`config.mk`:
```
export PLATFORM = sky130hd
export DESIGN_NAME = spi_flash_responder
export DESIGN_NICKNAME = d
export VERILOG_FILES = /design/src/rtl/spi_flash_responder.sv
export SDC_FILE = /design/constraint.sdc
export NUM_CORES = 1
export LEC_CHECK = 0
export BUFFER_PORTS_ARGS = -buffer_cell sky130_fd_sc_hd__buf_2
export CAP_MARGIN = 20
export CORE_ASPECT_RATIO = 0.8
export CORE_MARGIN = 2
export CORE_UTILIZATION = 45
export CTS_CLUSTER_SIZE = 12
export DETAILED_ROUTE_END_ITERATION = 10
export PLACE_DENSITY = 0.6
export SLEW_MARGIN = 10
export SYNTH_ARGS = -nofsm -noshare
export SYNTH_HDL_FRONTEND = slang
export SYNTH_SLANG_ARGS = --single-unit
```
`constraint.sdc`:
```
create_clock -name clk -period 2.6 [get_ports clk]
set_input_delay 0.26 -clock clk [delete_from_list [all_inputs] [get_ports clk]]
set_output_delay 0.26 -clock clk [all_outputs]
set_load 0.01 [all_outputs]
```
`src/rtl/spi_flash_responder.sv`:
```
// SPI flash read-only responder: serves FAST_READ (0x0B) from a word-wide
// memory with single-cycle read latency, and recognises release-from-deep-power-down.
module spi_flash_responder #(
    parameter int         DUMMY_CLKS = 8,
    parameter logic [7:0] FAST_RD    = 8'h0b,
    parameter logic [7:0] RLS_DPD    = 8'hab
) (
    input  logic        clk,
    input  logic        rst,
    input  logic        SPI_CSS,
    input  logic        SPI_CLK,
    input  logic        SPI_MOSI,
    output logic        SPI_MISO,
    output logic        o_rd_en,
    output logic [21:0] o_rd_addr,
    input  logic [31:0] i_rd_data,
    output logic        o_wake,
    output logic        o_cmd_err,
    output logic        o_busy
);

    localparam int DCW = (DUMMY_CLKS < 2) ? 1 : $clog2(DUMMY_CLKS + 1);

    typedef enum logic [2:0] {
        ST_IDLE,
        ST_CMD,
        ST_ADDR,
        ST_DUMMY,
        ST_DATA,
        ST_IGNORE
    } state_t;

    // Wire order within a word is byte 0 first; swapping lets the shifter run MSB-first.
    function automatic logic [31:0] byte_swap(input logic [31:0] d);
        return {d[7:0], d[15:8], d[23:16], d[31:24]};
    endfunction

    logic [2:0] pin_vec;
    logic [2:0] meta_reg;
    logic [2:0] sync_reg;
    logic [1:0] settle_reg;
    logic       armed_reg;
    logic       sck_prev_reg;
    logic       css_s, sck_s, mosi_s;
    logic       sck_rise, sck_fall;

    state_t         state_reg, state_next;
    logic [4:0]     bit_cnt_reg, bit_cnt_next;
    logic [22:0]    shift_in_reg, shift_in_next;
    logic [DCW-1:0] dummy_cnt_reg, dummy_cnt_next;
    logic [31:0]    sh_reg, sh_next;
    logic [5:0]     bits_left_reg, bits_left_next;
    logic [31:0]    buf_reg, buf_next;
    logic [21:0]    word_addr_reg, word_addr_next;
    logic [1:0]     byte_off_reg, byte_off_next;
    logic           first_reg, first_next;
    logic           data_vld_reg, data_vld_next;
    logic           miso_reg, miso_next;
    logic           rd_en_reg, rd_en_next;
    logic [21:0]    rd_addr_reg, rd_addr_next;
    logic           wake_reg, wake_next;
    logic           cmd_err_reg, cmd_err_next;

    logic [7:0]  cmd_byte;
    logic [23:0] addr_in;
    logic [31:0] buf_swapped;
    logic        shift_now;

    assign pin_vec = {SPI_CSS, SPI_CLK, SPI_MOSI};
    assign css_s   = sync_reg[2];
    assign sck_s   = sync_reg[1];
    assign mosi_s  = sync_reg[0];

    assign sck_rise    = sck_s & ~sck_prev_reg;
    assign sck_fall    = ~sck_s & sck_prev_reg;
    assign cmd_byte    = {shift_in_reg[6:0], mosi_s};
    assign addr_in     = {shift_in_reg, mosi_s};
    assign buf_swapped = byte_swap(buf_reg);

    // Synchronisers idle high; armed only once a real CSS-high has propagated,
    // so a transaction already in progress at reset release is ignored.
    always_ff @(posedge clk) begin
        if (rst) begin
            meta_reg     <= 3'b111;
            sync_reg     <= 3'b111;
            settle_reg   <= 2'b00;
            armed_reg    <= 1'b0;
            sck_prev_reg <= 1'b1;
        end else begin
            meta_reg     <= pin_vec;
            sync_reg     <= meta_reg;
            settle_reg   <= {settle_reg[0], 1'b1};
            armed_reg    <= armed_reg | (settle_reg[1] & css_s);
            sck_prev_reg <= sck_s;
        end
    end

    always_ff @(posedge clk) begin
        if (rst) begin
            state_reg     <= ST_IDLE;
            bit_cnt_reg   <= '0;
            shift_in_reg  <= '0;
            dummy_cnt_reg <= '0;
            sh_reg        <= '0;
            bits_left_reg <= '0;
            buf_reg       <= '0;
            word_addr_reg <= '0;
            byte_off_reg  <= '0;
            first_reg     <= 1'b0;
            data_vld_reg  <= 1'b0;
            miso_reg      <= 1'b1;
            rd_en_reg     <= 1'b0;
            rd_addr_reg   <= '0;
            wake_reg      <= 1'b0;
            cmd_err_reg   <= 1'b0;
        end else begin
            state_reg     <= state_next;
            bit_cnt_reg   <= bit_cnt_next;
            shift_in_reg  <= shift_in_next;
            dummy_cnt_reg <= dummy_cnt_next;
            sh_reg        <= sh_next;
            bits_left_reg <= bits_left_next;
            buf_reg       <= buf_next;
            word_addr_reg <= word_addr_next;
            byte_off_reg  <= byte_off_next;
            first_reg     <= first_next;
            data_vld_reg  <= data_vld_next;
            miso_reg      <= miso_next;
            rd_en_reg     <= rd_en_next;
            rd_addr_reg   <= rd_addr_next;
            wake_reg      <= wake_next;
            cmd_err_reg   <= cmd_err_next;
        end
    end

    // CSS high overrides any SCK edge seen in the same cycle.
    always_comb begin
        state_next = state_reg;
        if (state_reg == ST_IDLE) begin
            if (armed_reg && !css_s) state_next = ST_CMD;
        end else if (css_s) begin
            state_next = ST_IDLE;
        end else begin
            case (state_reg)
                ST_CMD:   if (sck_rise && bit_cnt_reg == 5'd7)
                              state_next = (cmd_byte == FAST_RD) ? ST_ADDR : ST_IGNORE;
                ST_ADDR:  if (sck_rise && bit_cnt_reg == 5'd23) state_next = ST_DUMMY;
                ST_DUMMY: if (sck_fall && dummy_cnt_reg == '0) state_next = ST_DATA;
                default:  ;
            endcase
        end
    end

    always_comb begin
        bit_cnt_next   = bit_cnt_reg;
        shift_in_next  = shift_in_reg;
        dummy_cnt_next = dummy_cnt_reg;
        sh_next        = sh_reg;
        bits_left_next = bits_left_reg;
        buf_next       = buf_reg;
        word_addr_next = word_addr_reg;
        byte_off_next  = byte_off_reg;
        first_next     = first_reg;
        data_vld_next  = 1'b0;
        miso_next      = miso_reg;
        rd_en_next     = 1'b0;
        rd_addr_next   = rd_addr_reg;
        wake_next      = 1'b0;
        cmd_err_next   = 1'b0;
        shift_now      = 1'b0;

        if (state_reg == ST_IDLE || css_s) begin
            miso_next   = 1'b1;
            bit_cnt_next = '0;
            first_next  = 1'b0;
        end else begin
            data_vld_next = rd_en_reg;
            case (state_reg)
                ST_CMD: begin
                    miso_next = 1'b1;
                    if (sck_rise) begin
                        shift_in_next = {shift_in_reg[21:0], mosi_s};
                        bit_cnt_next  = bit_cnt_reg + 5'd1;
                        if (bit_cnt_reg == 5'd7) begin
                            bit_cnt_next = '0;
                            if (cmd_byte == RLS_DPD)      wake_next    = 1'b1;
                            else if (cmd_byte != FAST_RD) cmd_err_next = 1'b1;
                        end
                    end
                end
                ST_ADDR: begin
                    miso_next = 1'b1;
                    if (sck_rise) begin
                        shift_in_next = {shift_in_reg[21:0], mosi_s};
                        bit_cnt_next  = bit_cnt_reg + 5'd1;
                        if (bit_cnt_reg == 5'd23) begin
                            bit_cnt_next   = '0;
                            rd_en_next     = 1'b1;
                            rd_addr_next   = addr_in[23:2];
                            word_addr_next = addr_in[23:2] + 22'd1;
                            byte_off_next  = addr_in[1:0];
                            dummy_cnt_next = DCW'(DUMMY_CLKS);
                            first_next     = 1'b1;
                        end
                    end
                end
                ST_DUMMY, ST_DATA: begin
                    // First word goes straight to the shifter; later words land in the prefetch buffer.
                    if (data_vld_reg) begin
                        if (first_reg) begin
                            first_next     = 1'b0;
                            sh_next        = byte_swap(i_rd_data) << {byte_off_reg, 3'b000};
                            bits_left_next = 6'd32 - {1'b0, byte_off_reg, 3'b000};
                            rd_en_next     = 1'b1;
                            rd_addr_next   = word_addr_reg;
                            word_addr_next = word_addr_reg + 22'd1;
                        end else begin
                            buf_next = i_rd_data;
                        end
                    end
                    if (state_reg == ST_DUMMY) begin
                        miso_next = 1'b1;
                        if (sck_rise && dummy_cnt_reg != '0)
                            dummy_cnt_next = dummy_cnt_reg - DCW'(1);
                        shift_now = sck_fall && (dummy_cnt_reg == '0);
                    end else begin
                        shift_now = sck_fall;
                    end
                    if (shift_now) begin
                        if (bits_left_reg == 6'd0) begin
                            miso_next      = buf_swapped[31];
                            sh_next        = buf_swapped << 1;
                            bits_left_next = 6'd31;
                            rd_en_next     = 1'b1;
                            rd_addr_next   = word_addr_reg;
                            word_addr_next = word_addr_reg + 22'd1;
                        end else begin
                            miso_next      = sh_reg[31];
                            sh_next        = sh_reg << 1;
                            bits_left_next = bits_left_reg - 6'd1;
                        end
                    end
                end
                default: miso_next = 1'b1;
            endcase
        end
    end

    assign SPI_MISO  = miso_reg;
    assign o_rd_en   = rd_en_reg;
    assign o_rd_addr = rd_addr_reg;
    assign o_wake    = wake_reg;
    assign o_cmd_err = cmd_err_reg;
    assign o_busy    = (state_reg != ST_IDLE);

endmodule
```
==> results of run 1 <==
==> cells by family (layout without fill, tap and decap cells) <==
kind of cell             Yosys count  after routing  synth area share (%)
AND/OR/NAND/NOR                  506            506                  26.9
AO/OA/AOI/OAI                    257            257                  19.8
flip-flops                       167            167                  39.1
buffers and inverters            108            162                  5.31
multiplexers                      42             42                  4.93
XOR/XNOR                          26             26                  2.66
adder cells (fa/ha/maj)            9              9                  1.32
==> Yosys cell counts (5+ instances only) <==
cell type	count	area, um2
buf_1	6	22.5
a211oi_1	19	143
o21ai_0	20	100
xor2_1	7	61.3
or2_2	11	68.8
o22ai_1	9	56.3
mux2i_1	41	410
dfxtp_1	167	3340
a22oi_1	5	37.5
inv_1	13	48.8
a311oi_1	44	385
a21oi_1	104	521
buf_2	21	105
o211ai_1	9	67.6
or3_1	5	31.3
ha_1	9	113
and3_1	8	50.1
nor3_1	48	240
nor2_1	132	495
nand3_1	31	155
nand2_1	207	777
a31oi_1	13	81.3
clkbuf_1	61	229
xnor2_1	19	166
nand4_1	21	131
nor2b_1	10	62.6
==> critical path, cell delays in order, from the launching register on <==
cell       delay (ns)
dfxtp_1          0.37
ha_1             0.21
nand2b_1         0.14
or3_1            0.44
a21o_1           0.28
a21oi_4          0.15
buf_4            0.24
nor2_1           0.07
a2111oi_2        0.31
==> worst min-delay path by stage <==
stage                       from     endpoint  slack, ns
global placement     meta_reg[1]  sync_reg[1]       0.39
CTS                 i_rd_data[6]   buf_reg[6]       0.06
detailed placement   meta_reg[0]  sync_reg[0]       0.39
floorplan               SPI_MOSI  meta_reg[0]       0.36
finish              i_rd_data[6]   buf_reg[6]       0.07
global route        i_rd_data[6]   buf_reg[6]       0.07
==> area by class of cell <==
class	count	area, um2
clock buffers	21	470
clock inverters	11	123
fillers	1885	8940
inverters	15	56.3
multi-input cells	840	4770
flip-flops and latches	167	3340
well taps	258	323
repair buffers	115	778
==> stage by stage <==
stage | area, um2 | util (%) | total power, mW | setup slack, ns
6_report | 9870 | 52.5 | 5.62 | 0.294
5_1_grt | 9870 | 52.5 | 5.83 | 0.127
4_1_cts | 9870 | 52.5 | 5.65 | 0.305
3_5_place_dp | 9240 | 49.2 | 3.09 | 0.332
3_3_place_gp | 9240 | 49.2 | 3.08 | 0.401
2_1_floorplan | 8550 | - | 2.94 | 0.464
==> routing by layer <==
metal	up-vias	GRT usage (%)	wire length (um)
li1	4025	-	-
met1	3898	38.0	12300
met2	244	34.7	10100
met3	19	5.12	1530
met4	0	4.50	195
met5	-	0	0
==> power groups by stage <==
stage | Clock [mW] | Sequential [mW] | Combinational [mW]
global placement | 0 | 2.67 | 0.418
global route | 2.74 | 2.61 | 0.473
finish | 2.58 | 2.61 | 0.430
detailed placement | 0 | 2.67 | 0.421
CTS | 2.61 | 2.61 | 0.428
floorplan | 0 | 2.65 | 0.282
==> repair_timing <==
item,in CTS,in global routing
buffers inserted,0,0
gates resized for setup,0,0
hold buffers,3,0
hold endpoints to repair,3,0
==> results.cfg, run 1 <==
[floorplan]
fp-row-count = 45
die_w_um = 158
die-area_mm2 = 0.0201
die_height_um = 127
core-area_mm2 = 0.0188
start_util_pct = 45.5
io_pins = 64

[cells_and_area]
drive_gt1_share_pct = 14.5
final_common_cell = nand2_1
antenna_cells = 0
layout.nets = 1202
fin_cells = 1427
layout_common_cells = nand2_1, dfxtp_1, nor2_1
area_growth_pct = 15.3

[synthesis]
ys_async_sr_fraction_pct = 0
syn_inst = 1115
synth_area_per_cell_um2 = 7.67
synth_edf_count = 0
ys_ff_latch = 167
synthesis.nets = 1161
seq_area_frac_synth_pct = 39.1
synth-main-ff-cell = dfxtp_1
synth_area_mm2 = 0.00855
ys_types = 69
yosys_warnings = 0

[worst_setup_path]
startpoint = bit_cnt_reg[0]
r2r_start = bit_cnt_reg[0]
cp-end-kind = flip-flop
reg2reg_depth = 8
timing.rr.end = word_addr_reg[2]
crit_required_ns = 2.94
cp_max_fo = 18
crit_end = word_addr_reg[2]
r2r_slack_ns = 0.29
critPathLaunchType = flip-flop
critPathKind = flip-flop to flip-flop
crit_arrival_ns = 2.64

[sta]
fin_skew_ns = 0.0128
slew_viol_final = 0
relSlewSlack_pct = 57.0
max_freq_mhz = 434
hold_ws_ns = 0.0682
setup_viol = 0
min_period_over_period_pct = 88.7
fin_crit_ns = 2.31
rsz0062_at_grt = no
hold_viol_final = 0
tns_ns = 0
tightest_slew_ns = 0.645

[clock_tree]
cts_buffer_depth = 2
numCtsBuffers = 17
htreeDepth = 4
path_clk_slew_ns = 0.06
cts.sinks = 167
clockRootBuffer = clkbuf_16
cts_tree = done
insertion_delay_ns = 0.44

[global_routing]
grt_pass1_wl_um = 39200
groute.usage.overall_pct = 24.4
grt_overflow_total = 0
grt_pass1_vias = 7343
grt_max_degree = 69
antenna_found_initial = 0

[detailed_routing]
routed_wl_um = 24100
drcViolationCount = 0
final_antenna_net_count = 0
drt_pass1_iterations = 5
drtIter0Drc = 940
viasPerCell = 5.74
routedWlPerCell_um = 16.9
num_vias = 8186

[pwr]
p_leak_nw = 3.29
seq_power_share_pct = 46.4
clockPowerShare_pct = 45.9
vdd_drop_max_mv = 0.373
p_sw_share_pct = 25.0
powerDensity_mw_per_mm2 = 570
p_int_mw = 4.22
switching_power_mw = 1.40
p_comb_share_pct = 7.6

[placed_design]
gp_congestion = 0.831
portBuffers = 63
dpl.cell_count = 1392
hpwlAfterDp_um = 15600

[flow_run]
cap_violations = 0

[worst_hold_path]
whs_path_depth = 3
hold_class = primary input to flip-flop

[status]
status = completed
Power figures use the tool's default switching activity.
==> run 2: changes to the inputs <==
==> constraint.sdc (replaced) <==
create_clock -name clk -period 2.45 [get_ports clk]
set_input_delay 0.245 -clock clk [delete_from_list [all_inputs] [get_ports clk]]
set_output_delay 0.245 -clock clk [all_outputs]
set_load 0.01 [all_outputs]
==> run 2 against run 1 <==
Against the previous run: hold slack got worse by 0.0033 ns; sequential power is 6% higher; first-iteration DRC count is 19% lower; die area is the same; clock power grew 12%; clock skew shrank 0.0056 ns; utilization is 0.58 points higher; critical path depth stayed put; total power up 9.0%; worst setup slack got worse by 0.15 ns.
==> results.cfg, run 2 (synthesized netlist as in run 1, its figures left out) <==
[cells_and_area]
antenna_cells = 0
layout.nets = 1205
final_common_cell = nand2_1
drive_gt1_share_pct = 14.8
area_growth_pct = 16.6
layout_common_cells = nand2_1, dfxtp_1, nor2_1
final_util_pct = 53.0
final_area_mm2 = 0.00998
fin_cells = 1430

[sta]
fin_skew_ns = 0.00719
fin_crit_ns = 2.31
tns_ns = 0
fin_ws_ns = 0.141
max_freq_mhz = 433
slew_viol_final = 0
min_period_over_period_pct = 94.3
tightest_slew_ns = 0.579
relSlewSlack_pct = 61.3
setup_viol = 0
hold_viol_final = 0
hold_ws_ns = 0.0649
rsz0062_at_grt = yes

[floorplan]
die_w_um = 158
die-area_mm2 = 0.0201
start_util_pct = 45.5
die_height_um = 127
io_pins = 64
core-area_mm2 = 0.0188
fp-row-count = 45

[worst_hold_path]
hold_class = primary input to flip-flop
min_from = i_rd_data[15]

[global_routing]
use_met2_pct = 33.2
top_usage_layer = met1
grt_pass1_vias = 7122
antenna_found_initial = 0
use_met1_pct = 38.5
use_met3_pct = 3.90
grt_pass1_wl_um = 38500
groute.usage.overall_pct = 24.0
grt_overflow_total = 0
grt_max_degree = 106

[detailed_routing]
final_antenna_net_count = 0
routed_wl_um = 23800
routedWlPerCell_um = 16.7
drt_pass1_iterations = 5
viasPerCell = 5.62
drcViolationCount = 0
num_vias = 8032
drtIter0Drc = 757

[worst_setup_path]
cp_cell_sequence = ha_1 > nand2b_1 > or3_1 > a21o_1 > a21oi_4 > buf_4 > nor2_1 > a2111oi_2
startpoint = bit_cnt_reg[0]
cp_max_fo = 18
critPathLaunchType = flip-flop
slowest_delay_ns = 0.44
slowest_stage = or3_1
cp-end-kind = flip-flop
worst-path-buf-inv = 1
crit_arrival_ns = 2.63
crit_required_ns = 2.77
r2r_slack_ns = 0.14
critPathKind = flip-flop to flip-flop
r2r_start = bit_cnt_reg[0]
cpLargestDelayFamily = compound AO/OA/AOI/OAI gates

[status]
status = completed

[clock_tree]
htreeDepth = 4
path_clk_slew_ns = 0.07
numCtsBuffers = 17
cts.sinks = 167
clockRootBuffer = clkbuf_16
cts_setup_buffers = 0
cts_tree = done
cts_buffer_depth = 2
insertion_delay_ns = 0.42

[flow_run]
cap_violations = 0

[placed_design]
portBuffers = 63
hpwlAfterDp_um = 15400
gp_congestion = 0.853
place_area_mm2 = 0.00932
dpl.cell_count = 1395
pre_cts_ws_ns = 0.165

[pwr]
powerDensity_mw_per_mm2 = 614
power_mw = 6.13
vdd_drop_max_mv = 0.400
p_leak_nw = 3.32
-- run 2: cell types whose count changed in the layout (fill, tap and decap cells not counted), sizes merged --
cell and delta:
inv +3, clkinvlp +2, buf +3, clkbuf -4
bufinv +2, clkinv -3
-- run 2: layout make-up --
cell class | count | area (um2)
Fill cell | 1922 | 8830
Multi-Input combinational cell | 840 | 4770
Sequential cell | 167 | 3340
Timing Repair Buffer | 118 | 855
Clock buffer | 17 | 425
Tap cell | 258 | 323
Clock inverter | 15 | 200
Inverter | 15 | 56.3
-- run 2: where the power goes --
part / internal [mW] / switching, mW
combinational: 0.165 / 0.307
sequential: 2.74 / 0.0223
clock: 1.72 / 1.18
-- run 2: what timing repair did --
action	4_1_cts	5_1_grt
endpoints found under the setup margin	0	6
gates resized for setup	0	1
endpoints found under the hold margin	3	0
hold buffers	3	0
-- run 2: final timing paths --
kind	end	cells after the start
worst max-delay path	word_addr_reg[2]	8
worst min-delay path	buf_reg[15]	3
worst max register to register	word_addr_reg[2]	8
worst min register to register	sync_reg[2]	1
-- run 2: worst min-delay path: stages --
cell and delay (ns):
buf_2 0.10, nand2_1 0.05, a21oi_1 0.05
-- run 2: metal layers --
metal  routed length, um  up-vias
li1                    -     4036
met2                9800      229
met5                   0        -
met3                1520       15
met1               12300     3752
met4                 196        0
==> run 3: changes to the inputs <==
--- a/config.mk
+++ b/config.mk
@@ -9,10 +9,10 @@
 export CAP_MARGIN = 20
 export CORE_ASPECT_RATIO = 0.8
 export CORE_MARGIN = 2
-export CORE_UTILIZATION = 45
+export CORE_UTILIZATION = 35
 export CTS_CLUSTER_SIZE = 12
 export DETAILED_ROUTE_END_ITERATION = 10
-export PLACE_DENSITY = 0.6
+export PLACE_DENSITY = 0.48
 export SLEW_MARGIN = 10
 export SYNTH_ARGS = -nofsm -noshare
 export SYNTH_HDL_FRONTEND = slang
==> run 3 against run 2 <==
Against the previous run: combinational power hardly changed; register-to-register slack better by 0.06 ns; sequential share of layout area is 0.14 points lower; cell count is 4.3% higher; flip-flop and latch count stayed put; die area is 28% higher; wire length is 8.9% higher; non-clock buffer count is 1 higher; global-route usage is 3.2 points lower; critical path depth stayed put; first-iteration DRC count is 18% lower; sequential power hardly changed; critical path type unchanged.
==> results.cfg, run 3 (synthesized netlist as in run 1, its figures left out) <==
[global_routing]
use_met1_pct = 33.3
use_met3_pct = 3.12
grt_pass1_wl_um = 41900
use_met2_pct = 28.4
grt_pass1_vias = 7413
grt_max_degree = 154
antenna_found_initial = 0
top_usage_layer = met1
groute.usage.overall_pct = 20.8
grt_overflow_total = 0

[cells_and_area]
area_growth_pct = 17.2
drive_gt1_share_pct = 15.0
final_area_mm2 = 0.0100
final_common_cell = nand2_1
layout_common_cells = nand2_1, dfxtp_1, nor2_1
antenna_cells = 0
layout.nets = 1206

[sta]
slew_viol_final = 0
min_period_over_period_pct = 92.0
setup_viol = 0
hold_viol_final = 0
fin_skew_ns = 0.0176
rsz0062_at_grt = no
fin_crit_ns = 2.25
tightest_slew_ns = 0.782
tns_ns = 0
max_freq_mhz = 444
hold_ws_ns = 0.0573
relSlewSlack_pct = 47.9

[pwr]
vdd_drop_max_mv = 0.458
p_leak_nw = 3.31
powerDensity_mw_per_mm2 = 603

[detailed_routing]
final_antenna_net_count = 0
viasPerCell = 5.38
drtIter0Drc = 617
num_vias = 8025
drcViolationCount = 0
routedWlPerCell_um = 17.4
routed_wl_um = 25900
drt_pass1_iterations = 5

[worst_setup_path]
r2r_slack_ns = 0.20
cp-end-kind = flip-flop
r2r_start = dummy_cnt_reg[0]
crit_required_ns = 2.81
startpoint = dummy_cnt_reg[0]
reg2reg_depth = 8
critPathKind = flip-flop to flip-flop
timing.rr.end = word_addr_reg[19]
crit_end = word_addr_reg[19]
crit_arrival_ns = 2.61
cp_max_fo = 4
critPathLaunchType = flip-flop

[worst_hold_path]
hold_class = primary input to flip-flop

[clock_tree]
cts_setup_buffers = 0
cts.sinks = 167
numCtsBuffers = 17
clockRootBuffer = clkbuf_16
htreeDepth = 4
path_clk_slew_ns = 0.07
cts_buffer_depth = 2
insertion_delay_ns = 0.44
cts_tree = done

[floorplan]
die_w_um = 179
die-area_mm2 = 0.0257
core-area_mm2 = 0.0242
start_util_pct = 35.4
io_pins = 64
fp-row-count = 51
die_height_um = 144

[placed_design]
portBuffers = 63
gp_congestion = 0.808
hpwlAfterDp_um = 16700
place_area_mm2 = 0.00939

[status]
status = completed

[flow_run]
cap_violations = 0
==> run 3: changes by cell type in the layout (fill, tap and decap cells not counted), moves of 2 or more <==
cell	previous run	this run
buf_4	43	45
bufinv_16	4	2
clkbuf_8	0	2
clkinv_2	4	1
clkinv_4	0	2
==> run 3: worst min path at each step <==
stage / start / end / slack [ns] / cells after the start
after floorplan: SPI_MOSI / meta_reg[0] / 0.35 / 1
after global placement: meta_reg[2] / sync_reg[2] / 0.39 / 1
after detailed placement: meta_reg[2] / sync_reg[2] / 0.39 / 1
after CTS: i_rd_data[3] / buf_reg[3] / 0.04 / 3
after global routing: i_rd_data[3] / buf_reg[3] / 0.04 / 3
final: i_rd_data[3] / buf_reg[3] / 0.06 / 3
==> run 3: stage by stage <==
stage          instances  power [mW]  setup WS, ns  utilization (%)
6_report            1491        6.04         0.197             41.4
5_1_grt             1491        6.27        0.0238             41.4
4_1_cts             1491        6.11         0.168             41.4
3_5_place_dp        1456        3.29         0.204             38.8
3_3_place_gp        1456        3.30         0.201             38.8
2_1_floorplan       1115        3.11         0.314                -
==> run 3: critical path, cell delays in order (launching register included) <==
cell and delay, ns:
dfxtp_1 0.31, inv_1 0.11, ha_1 0.16, nor3b_4 0.25, o21a_1 0.28, a21boi_4 0.08, or4_1 0.52, or3_1 0.31
a31oi_1 0.16
==> run 3: layer usage <==
| layer | vias up | share of wire [%] |
|---|---|---|
| met5 | - | 0 |
| met3 | 16 | 4.0 |
| li1 | 4034 | - |
| met2 | 143 | 40 |
| met4 | 0 | 0.80 |
| met1 | 3832 | 55 |
==> run 3: area by class of cell <==
| type | count | area (um2) |
|---|---|---|
| Fill cell | 2554 | 14200 |
| Multi-Input combinational cell | 840 | 4780 |
| Sequential cell | 167 | 3340 |
| Timing Repair Buffer | 119 | 850 |
| Clock buffer | 20 | 457 |
| Tap cell | 318 | 398 |
| Clock inverter | 12 | 140 |
| Inverter | 15 | 56.3 |
==> run 3: timing repair <==
item                       4_1_cts  5_1_grt
hold endpoints to repair         3        0
setup endpoints to repair        0        3
hold buffers                     3        0
gates resized for setup          0        2
==> run 3: power breakdown <==
part	switching [mW]	internal (mW)	total, mW
logic	0.312	0.158	0.470
clock network	1.23	1.57	2.80
registers	0.0298	2.74	2.77
